<file path="src/rtl/if_prefetch_stage_pkg.sv">
// Package if_pkg: shared definitions for the instruction-fetch prefetch stage.
//   - PC source encodings (sequential / branch / jump / exception)
//   - fetch_entry_t: one prefetched instruction with its PC and PC+step
//   - default values for the stage parameters
package if_pkg;

  localparam int          IF_AW_DEF       = 32;
  localparam int          IF_DW_DEF       = 32;
  localparam int          IF_DEPTH_DEF    = 4;
  localparam logic [31:0] IF_RESET_PC_DEF = 32'h0000_0000;
  localparam logic [31:0] IF_EXC_VEC_DEF  = 32'h0000_0008;

  typedef enum logic [1:0] {
    PCSRC_SEQ = 2'b00,
    PCSRC_BR  = 2'b01,
    PCSRC_JMP = 2'b10,
    PCSRC_EXC = 2'b11
  } pcsrc_e;

  typedef struct packed {
    logic [IF_DW_DEF-1:0] inst;
    logic [IF_AW_DEF-1:0] pc;
    logic [IF_AW_DEF-1:0] pc4;
  } fetch_entry_t;

endpackage

</file>
<file path="src/rtl/if_prefetch_stage_queue.sv">
// if_fetch_queue: synchronous FIFO of fetch entries with push/pop/flush.
//   clk, clrn   clock, asynchronous active-low reset
//   push/din    write one entry at the tail
//   pop/dout    remove the head entry; dout always shows the head slot
//   flush       empty the queue (wins over push/pop in the same cycle)
//   count       number of valid entries, 0..DEPTH
//   empty       count == 0
// DEPTH must be a power of two so the pointers wrap naturally.
module if_fetch_queue
  import if_pkg::*;
#(
  parameter int  DEPTH   = IF_DEPTH_DEF,
  parameter type entry_t = fetch_entry_t
) (
  input  logic                     clk,
  input  logic                     clrn,
  input  logic                     push,
  input  logic                     pop,
  input  logic                     flush,
  input  entry_t                   din,
  output entry_t                   dout,
  output logic [$clog2(DEPTH):0]   count,
  output logic                     empty
);

  localparam int PW = $clog2(DEPTH);
  localparam int CW = PW + 1;

  entry_t          mem_r [DEPTH];
  logic [PW-1:0]   wr_ptr_r;
  logic [PW-1:0]   rd_ptr_r;
  logic [CW-1:0]   count_r;

  // Pointer and occupancy bookkeeping; flush restarts the ring at slot 0.
  always_ff @(posedge clk or negedge clrn) begin
    if (!clrn) begin
      wr_ptr_r <= '0;
      rd_ptr_r <= '0;
      count_r  <= '0;
    end else if (flush) begin
      wr_ptr_r <= '0;
      rd_ptr_r <= '0;
      count_r  <= '0;
    end else begin
      if (push) wr_ptr_r <= wr_ptr_r + PW'(1);
      if (pop)  rd_ptr_r <= rd_ptr_r + PW'(1);
      case ({push, pop})
        2'b10:   count_r <= count_r + CW'(1);
        2'b01:   count_r <= count_r - CW'(1);
        default: count_r <= count_r;
      endcase
    end
  end

  // Entry storage; contents are only meaningful while counted as valid.
  always_ff @(posedge clk) begin
    if (push && !flush) mem_r[wr_ptr_r] <= din;
  end

  assign dout  = mem_r[rd_ptr_r];
  assign count = count_r;
  assign empty = (count_r == CW'(0));

  if_fetch_queue_chk #(.DEPTH(DEPTH)) u_chk (
    .clk   (clk),
    .clrn  (clrn),
    .push  (push),
    .pop   (pop),
    .flush (flush),
    .count (count_r)
  );

endmodule

// if_fetch_queue_chk: protocol checks for the fetch queue.
module if_fetch_queue_chk #(
  parameter int DEPTH = 4
) (
  input logic                   clk,
  input logic                   clrn,
  input logic                   push,
  input logic                   pop,
  input logic                   flush,
  input logic [$clog2(DEPTH):0] count
);

  localparam int CW = $clog2(DEPTH) + 1;

  a_no_overflow: assert property (@(posedge clk) disable iff (!clrn)
    !(push && !flush && (count == CW'(DEPTH))));

  a_no_underflow: assert property (@(posedge clk) disable iff (!clrn)
    !(pop && !flush && (count == CW'(0))));

endmodule

</file>
<file path="src/rtl/if_prefetch_stage.sv">
// if_prefetch_stage: instruction-fetch stage with PC register, fixed one-cycle
// imem port and a DEPTH-entry prefetch queue feeding decode via valid/ready.
//   clk, clrn            clock, asynchronous active-low reset
//   pcsource, bpc, jpc   next-PC select (00 seq, 01 branch, 10 jump, 11 exception)
//   imem_req/imem_addr   fetch request, address = current PC
//   imem_rdata/rvalid    response, exactly one cycle after each request
//   dec_valid/dec_ready  handshake towards decode
//   inst, pc, pc4        head entry (all zero while dec_valid is low)
//   misalign             present only with IF_ALIGN_CHK_EN defined
// Build option IF_ALIGN_CHK_EN: misaligned redirect targets are replaced by
// EXC_VEC and flagged on misalign; otherwise low target bits are cleared.
module if_prefetch_stage
  import if_pkg::*;
#(
  parameter int            AW       = IF_AW_DEF,
  parameter int            DW       = IF_DW_DEF,
  parameter int            DEPTH    = IF_DEPTH_DEF,
  parameter logic [AW-1:0] RESET_PC = AW'(IF_RESET_PC_DEF),
  parameter logic [AW-1:0] EXC_VEC  = AW'(IF_EXC_VEC_DEF)
) (
  input  logic          clk,
  input  logic          clrn,
  input  logic [1:0]    pcsource,
  input  logic [AW-1:0] bpc,
  input  logic [AW-1:0] jpc,
  output logic          imem_req,
  output logic [AW-1:0] imem_addr,
  input  logic [DW-1:0] imem_rdata,
  input  logic          imem_rvalid,
  output logic          dec_valid,
  input  logic          dec_ready,
  output logic [DW-1:0] inst,
  output logic [AW-1:0] pc,
  output logic [AW-1:0] pc4
`ifdef IF_ALIGN_CHK_EN
  ,
  output logic          misalign
`endif
);

  localparam int            CW     = $clog2(DEPTH) + 1;
  localparam logic [AW-1:0] STEP_A = AW'(DW / 8);

  typedef struct packed {
    logic [DW-1:0] inst;
    logic [AW-1:0] pc;
    logic [AW-1:0] pc4;
  } entry_t;

  logic [AW-1:0] pc_r;
  logic          epoch_r;
  logic          inflight_r;
  logic          tag_r;
  logic [AW-1:0] req_addr_r;

  logic          redirect_s;
  logic [AW-1:0] target_raw_s;
  logic [AW-1:0] target_s;
  logic [CW:0]   occupancy_s;
  logic          issue_s;
  logic          push_s;
  logic          pop_s;
  logic [CW-1:0] count_s;
  logic          empty_s;
  entry_t        din_s;
  entry_t        head_s;
`ifdef IF_ALIGN_CHK_EN
  logic          misalign_s;
`endif

  assign redirect_s = (pcsrc_e'(pcsource) != PCSRC_SEQ);

  // Raw redirect target from the PC source select.
  always_comb begin
    target_raw_s = pc_r;
    case (pcsrc_e'(pcsource))
      PCSRC_BR:  target_raw_s = bpc;
      PCSRC_JMP: target_raw_s = jpc;
      PCSRC_EXC: target_raw_s = EXC_VEC;
      default:   target_raw_s = pc_r;
    endcase
  end

  // Alignment policy for redirect targets.
  always_comb begin
`ifdef IF_ALIGN_CHK_EN
    misalign_s = redirect_s && ((target_raw_s & (STEP_A - AW'(1))) != AW'(0));
    target_s   = misalign_s ? EXC_VEC : target_raw_s;
`else
    target_s   = target_raw_s & ~(STEP_A - AW'(1));
`endif
  end

  // Credit: queued entries plus the one response still on its way must leave
  // room, so a response can always be pushed without overflow.
  assign occupancy_s = {1'b0, count_s} + {{CW{1'b0}}, inflight_r};
  assign issue_s     = clrn && !redirect_s && (occupancy_s < (CW+1)'(DEPTH));

  // A response is kept only if it belongs to the current epoch and no
  // redirect is flushing the queue in this very cycle.
  assign push_s    = imem_rvalid && inflight_r && (tag_r == epoch_r) && !redirect_s;
  assign dec_valid = !empty_s;
  assign pop_s     = dec_valid && dec_ready;

  assign din_s.inst = imem_rdata;
  assign din_s.pc   = req_addr_r;
  assign din_s.pc4  = req_addr_r + STEP_A;

  // PC, epoch and in-flight request tracking.
  always_ff @(posedge clk or negedge clrn) begin
    if (!clrn) begin
      pc_r       <= RESET_PC;
      epoch_r    <= 1'b0;
      inflight_r <= 1'b0;
      tag_r      <= 1'b0;
      req_addr_r <= '0;
    end else if (redirect_s) begin
      pc_r       <= target_s;
      epoch_r    <= ~epoch_r;
      inflight_r <= 1'b0;
    end else if (issue_s) begin
      pc_r       <= pc_r + STEP_A;
      inflight_r <= 1'b1;
      tag_r      <= epoch_r;
      req_addr_r <= pc_r;
    end else begin
      inflight_r <= 1'b0;
    end
  end

  if_fetch_queue #(.DEPTH(DEPTH), .entry_t(entry_t)) u_queue (
    .clk   (clk),
    .clrn  (clrn),
    .push  (push_s),
    .pop   (pop_s),
    .flush (redirect_s),
    .din   (din_s),
    .dout  (head_s),
    .count (count_s),
    .empty (empty_s)
  );

  // Output drive; head fields are forced to zero while the queue is empty.
  always_comb begin
    imem_req  = issue_s;
    imem_addr = pc_r;
    inst      = '0;
    pc        = '0;
    pc4       = '0;
    if (dec_valid) begin
      inst = head_s.inst;
      pc   = head_s.pc;
      pc4  = head_s.pc4;
    end else begin
      inst = '0;
      pc   = '0;
      pc4  = '0;
    end
`ifdef IF_ALIGN_CHK_EN
    misalign = clrn && misalign_s;
`endif
  end

endmodule

</file>
<file path="config.mk">
export PLATFORM = sky130hd
export DESIGN_NAME = if_prefetch_stage
export DESIGN_NICKNAME = d
export VERILOG_FILES = /design/src/rtl/if_prefetch_stage_pkg.sv /design/src/rtl/if_prefetch_stage_queue.sv /design/src/rtl/if_prefetch_stage.sv
export SDC_FILE = /design/constraint.sdc
export NUM_CORES = 1
export LEC_CHECK = 0
export ABC_CLOCK_PERIOD_IN_PS = 8950
export CORE_MARGIN = 3
export CORE_UTILIZATION = 60
export DETAILED_ROUTE_END_ITERATION = 7
export PLACE_DENSITY = 0.86
export SYNTH_ARGS = -nofsm -noshare
export SYNTH_HDL_FRONTEND = slang
export SYNTH_SLANG_ARGS = --single-unit
</file>
<file path="constraint.sdc">
create_clock -name clk -period 8.95 [get_ports clk]
set_input_delay 1.3425 -clock clk [delete_from_list [all_inputs] [get_ports clk]]
set_output_delay 1.3425 -clock clk [all_outputs]
set_load 0.01 [all_outputs]
</file>
==> metrics.md <==
| Metric | Value |
|---|---|
| Setup TNS | `0 ps` |
| Hold Path Depth | `0` |
| Synth warn | `0` |
| Simple-gate share of the synthesized area | `0.0782` |
| Core area | `29700 um2` |
| Clk_skew | `17.1 ps` |
| Crit. End Element | `primary output` |
| Initial DRC Count | `between 900 and 1000` |
| Max frequency | `0.193 GHz` |
| Complex-gate fraction of the synthesized area | `0.0433` |
| DR DRC count | `0` |
| Post-synth top flop | `edfxtp_1` |
| Reg2reg setup slack | `6100 ps` |
| Mux contribution to synthesized area | `0.131` |
| Min Tclk post-route | `5190 ps` |
| Rel. slew slack | `0.293` |
| Vias/cell | `roughly 6.2` |
| EDFF count, synth | `between 300 and 400` |
| Die area | `around 32000 um2` |
| Commonest non-fill, non-tap cells in the layout | `edfxtp_1 (368), clkdlybuf4s50_1 (220), and2_1 (93)` |
| ANT nets after route | `0` |
| Leak | `about 7.5 nW` |
| CP arrival | `3840 ps` |
| Storage element area | `approximately 13000 um2` |
| Largest net degree at the start of global routing | `96` |
| Die Wd | `between 150 and 200 um` |
| Tot Pwr | `0.00447 W` |
| # resized after CTS | `0` |
| Synth Register Bits | `438` |
| Critical Path Start Type | `flop` |
| Post-synthesis adder-cell area fraction | `0.00523` |
| Vias post-DR | `10600` |
| Fraction of final layout cells sized beyond drive strength 1 | `0.162` |
| R2R depth | `4` |
| Setup repair bufs after CTS | `0` |
| Actual slew at the worst max-slew pin | `around 1100 ps` |
| I/O Buffers | `221` |
| Worst path required time | `7610 ps` |
| Remaining global-route overflow | `0` |
| Worst setup margin | `roughly 3800 ps` |
| RSZ-0062 raised after global routing | `false` |
| Final hold vios | `0` |
| Wire per inst | `23.1 um` |
| Rows | `63` |
| GP Congestion | `0.847` |
| Clock slew at reported path FFs | `60 ps` |
| Most common cell after layout, fill and taps aside | `edfxtp_1` |
| Peak supply drop | `0.000128 V` |
| TritonCTS Buffers | `41` |
| Area of the multi-input gates | `5080 um2` |
| CTS Sinks | `438` |
| WL final | `39300 um` |
| Vias in the first global route | `about 11000` |
| Cell variety after synth | `52` |
| # hold bufs at CTS | `0` |
| Layout area overhead | `21.8%` |
| Hold Crit Class | `reg2reg` |
| Clk buf depth | `3` |
| Final setup viols | `0` |
| Post-Synthesis Cell Area | `18200 um2` |
| Max-slew violations | `0` |
| Status | `complete, no violations` |
| CTS tree | `done` |
| Syn_area_per_cell | `17.1 um2` |
| Max Cap Violations | `0` |
| PwrDens | `202 nW/um2` |
| All-Layer GR Usage | `0.242` |
| Final clock period utilization by the worst path | `0.579` |
| Setup Crit Path Kind | `reg2out` |
| DP Worst Slack | `about 4100 ps` |
| DPL Wire Length | `23500 um` |
| Sequential fraction of the synthesis area | `0.704` |
| Die Ht | `180 um` |
| Num ports | `232` |
| First-pass GRT wire length | `around 62000 um` |
| Starting Density | `0.612` |
| Syn Inst Count | `1062` |
| Layout fillers | `1679` |
| Main combinational cell family by area after synthesis | `multiplexers` |
| CTS root buffer | `clkbuf_16` |
| Async set-reset flop share out of synthesis | `0.160` |
| Crit-path max FO | `between 50 and 60` |
| Synth Area in XOR/XNOR | `0.0193` |
| Htree depth | `2` |
| TritonRoute pass-1 iters | `5` |
| Inserted Diodes | `0` |
| Final #Nets | `approximately 1400` |
| Initial antenna violation count | `0` |
| Worst-skew pair later-pin latency | `520 ps` |
## final cells by class
cell class	count	share of cell area
clock buffer	45	0.0484
clock inverter	29	0.0157
inverter	14	0.00237
multi-input combinational	550	0.229
sequential	438	0.578
tap	390	0.0220
timing repair buffer	232	0.104
## where the power goes
group / internal [W] / total, W / switching (W)
Clock: 0.00110 / 0.00181 / 0.000712
Sequential: 0.00230 / 0.00238 / 0.0000845
Combinational: 0.000144 / 0.000280 / 0.000136
Total: 0.00354 / 0.00447 / 0.000933
## routing by layer
layer | vias to the layer above | wire length [um] | track usage
met5 | - | 0 | 0
met4 | 0 | 633 | 0.0513
met3 | 52 | 3390 | 0.0434
met2 | 562 | 19600 | 0.399
met1 | 5366 | 15700 | 0.349
li1 | 4577 | - | -
## synth_stat cells, types with 5 or more instances
cell type / number / area, um2
buf_2: 15 / 75.1
and4_1: 6 / 52.6
mux2i_1: 5 / 50.1
nand3_1: 21 / 105
xor2_1: 20 / 175
o21ai_0: 27 / 135
mux4_2: 92 / 2070
buf_4: 6 / 45.0
inv_1: 14 / 52.6
and3_1: 14 / 87.6
ha_1: 6 / 75.1
mux2_2: 23 / 259
edfxtp_1: 368 / 11100
xnor2_1: 20 / 175
nor2_1: 22 / 82.6
a21oi_1: 38 / 190
a2bb2oi_1: 8 / 70.1
clkbuf_1: 39 / 146
and2_1: 93 / 582
nor3_1: 11 / 55.1
a22oi_1: 22 / 165
o31ai_1: 8 / 60.1
nand4_1: 14 / 87.6
dfrtp_1: 70 / 1750
nand2_1: 48 / 180
## path summary, 6_finish.rpt
check / from / to
min in group asynchronous: clrn / imem_addr[10]
setup reg to reg: epoch_r / u_queue.mem_r[1][57]
setup / recovery: u_queue.rd_ptr_r[0] / pc[17]
max in group asynchronous: clrn / u_queue.rd_ptr_r[0]
hold reg to reg: req_addr_r[22] / u_queue.mem_r[2][54]
hold / removal: req_addr_r[22] / u_queue.mem_r[2][54]
## metrics by stage
step                instances  hold WS, ps  area, um2  utilization
detailed placement       1624          507      20700        0.697
floorplan                1067          467      18200            -
CTS                      1698          521      22100        0.745
global placement         1624          493      20700        0.697
global route             1698          527      22100        0.745
finish                   1698          526      22100        0.745
## sequential cells by signal (all words and copies together) (netlist names)
| register | flops |
|---|---|
| u_queue.rd_ptr_r | 2 |
| epoch_r | 1 |
| inflight_r | 1 |
| u_queue.wr_ptr_r | 2 |
| u_queue.count | 3 |
| u_queue.mem_r | 368 |
| tag_r | 1 |
| imem_addr | 30 |
| req_addr_r | 30 |
## cells by family after synthesis
logic type,Yosys count
other,1
xor gates and xnor gates,40
DFF,438
muxes,120
and+or+nand+nor,253
AOI/OAI and AO/OA,124
buffers and inverters,79
adders and majority gates,7
## critical path: stages (launching register included)
cell and delay [ps]:
dfrtp_4 990, buf_4 920, mux4_2 620, and2_1 180, clkdlybuf4s50_1 560
(Power assumes the default switching activity.)
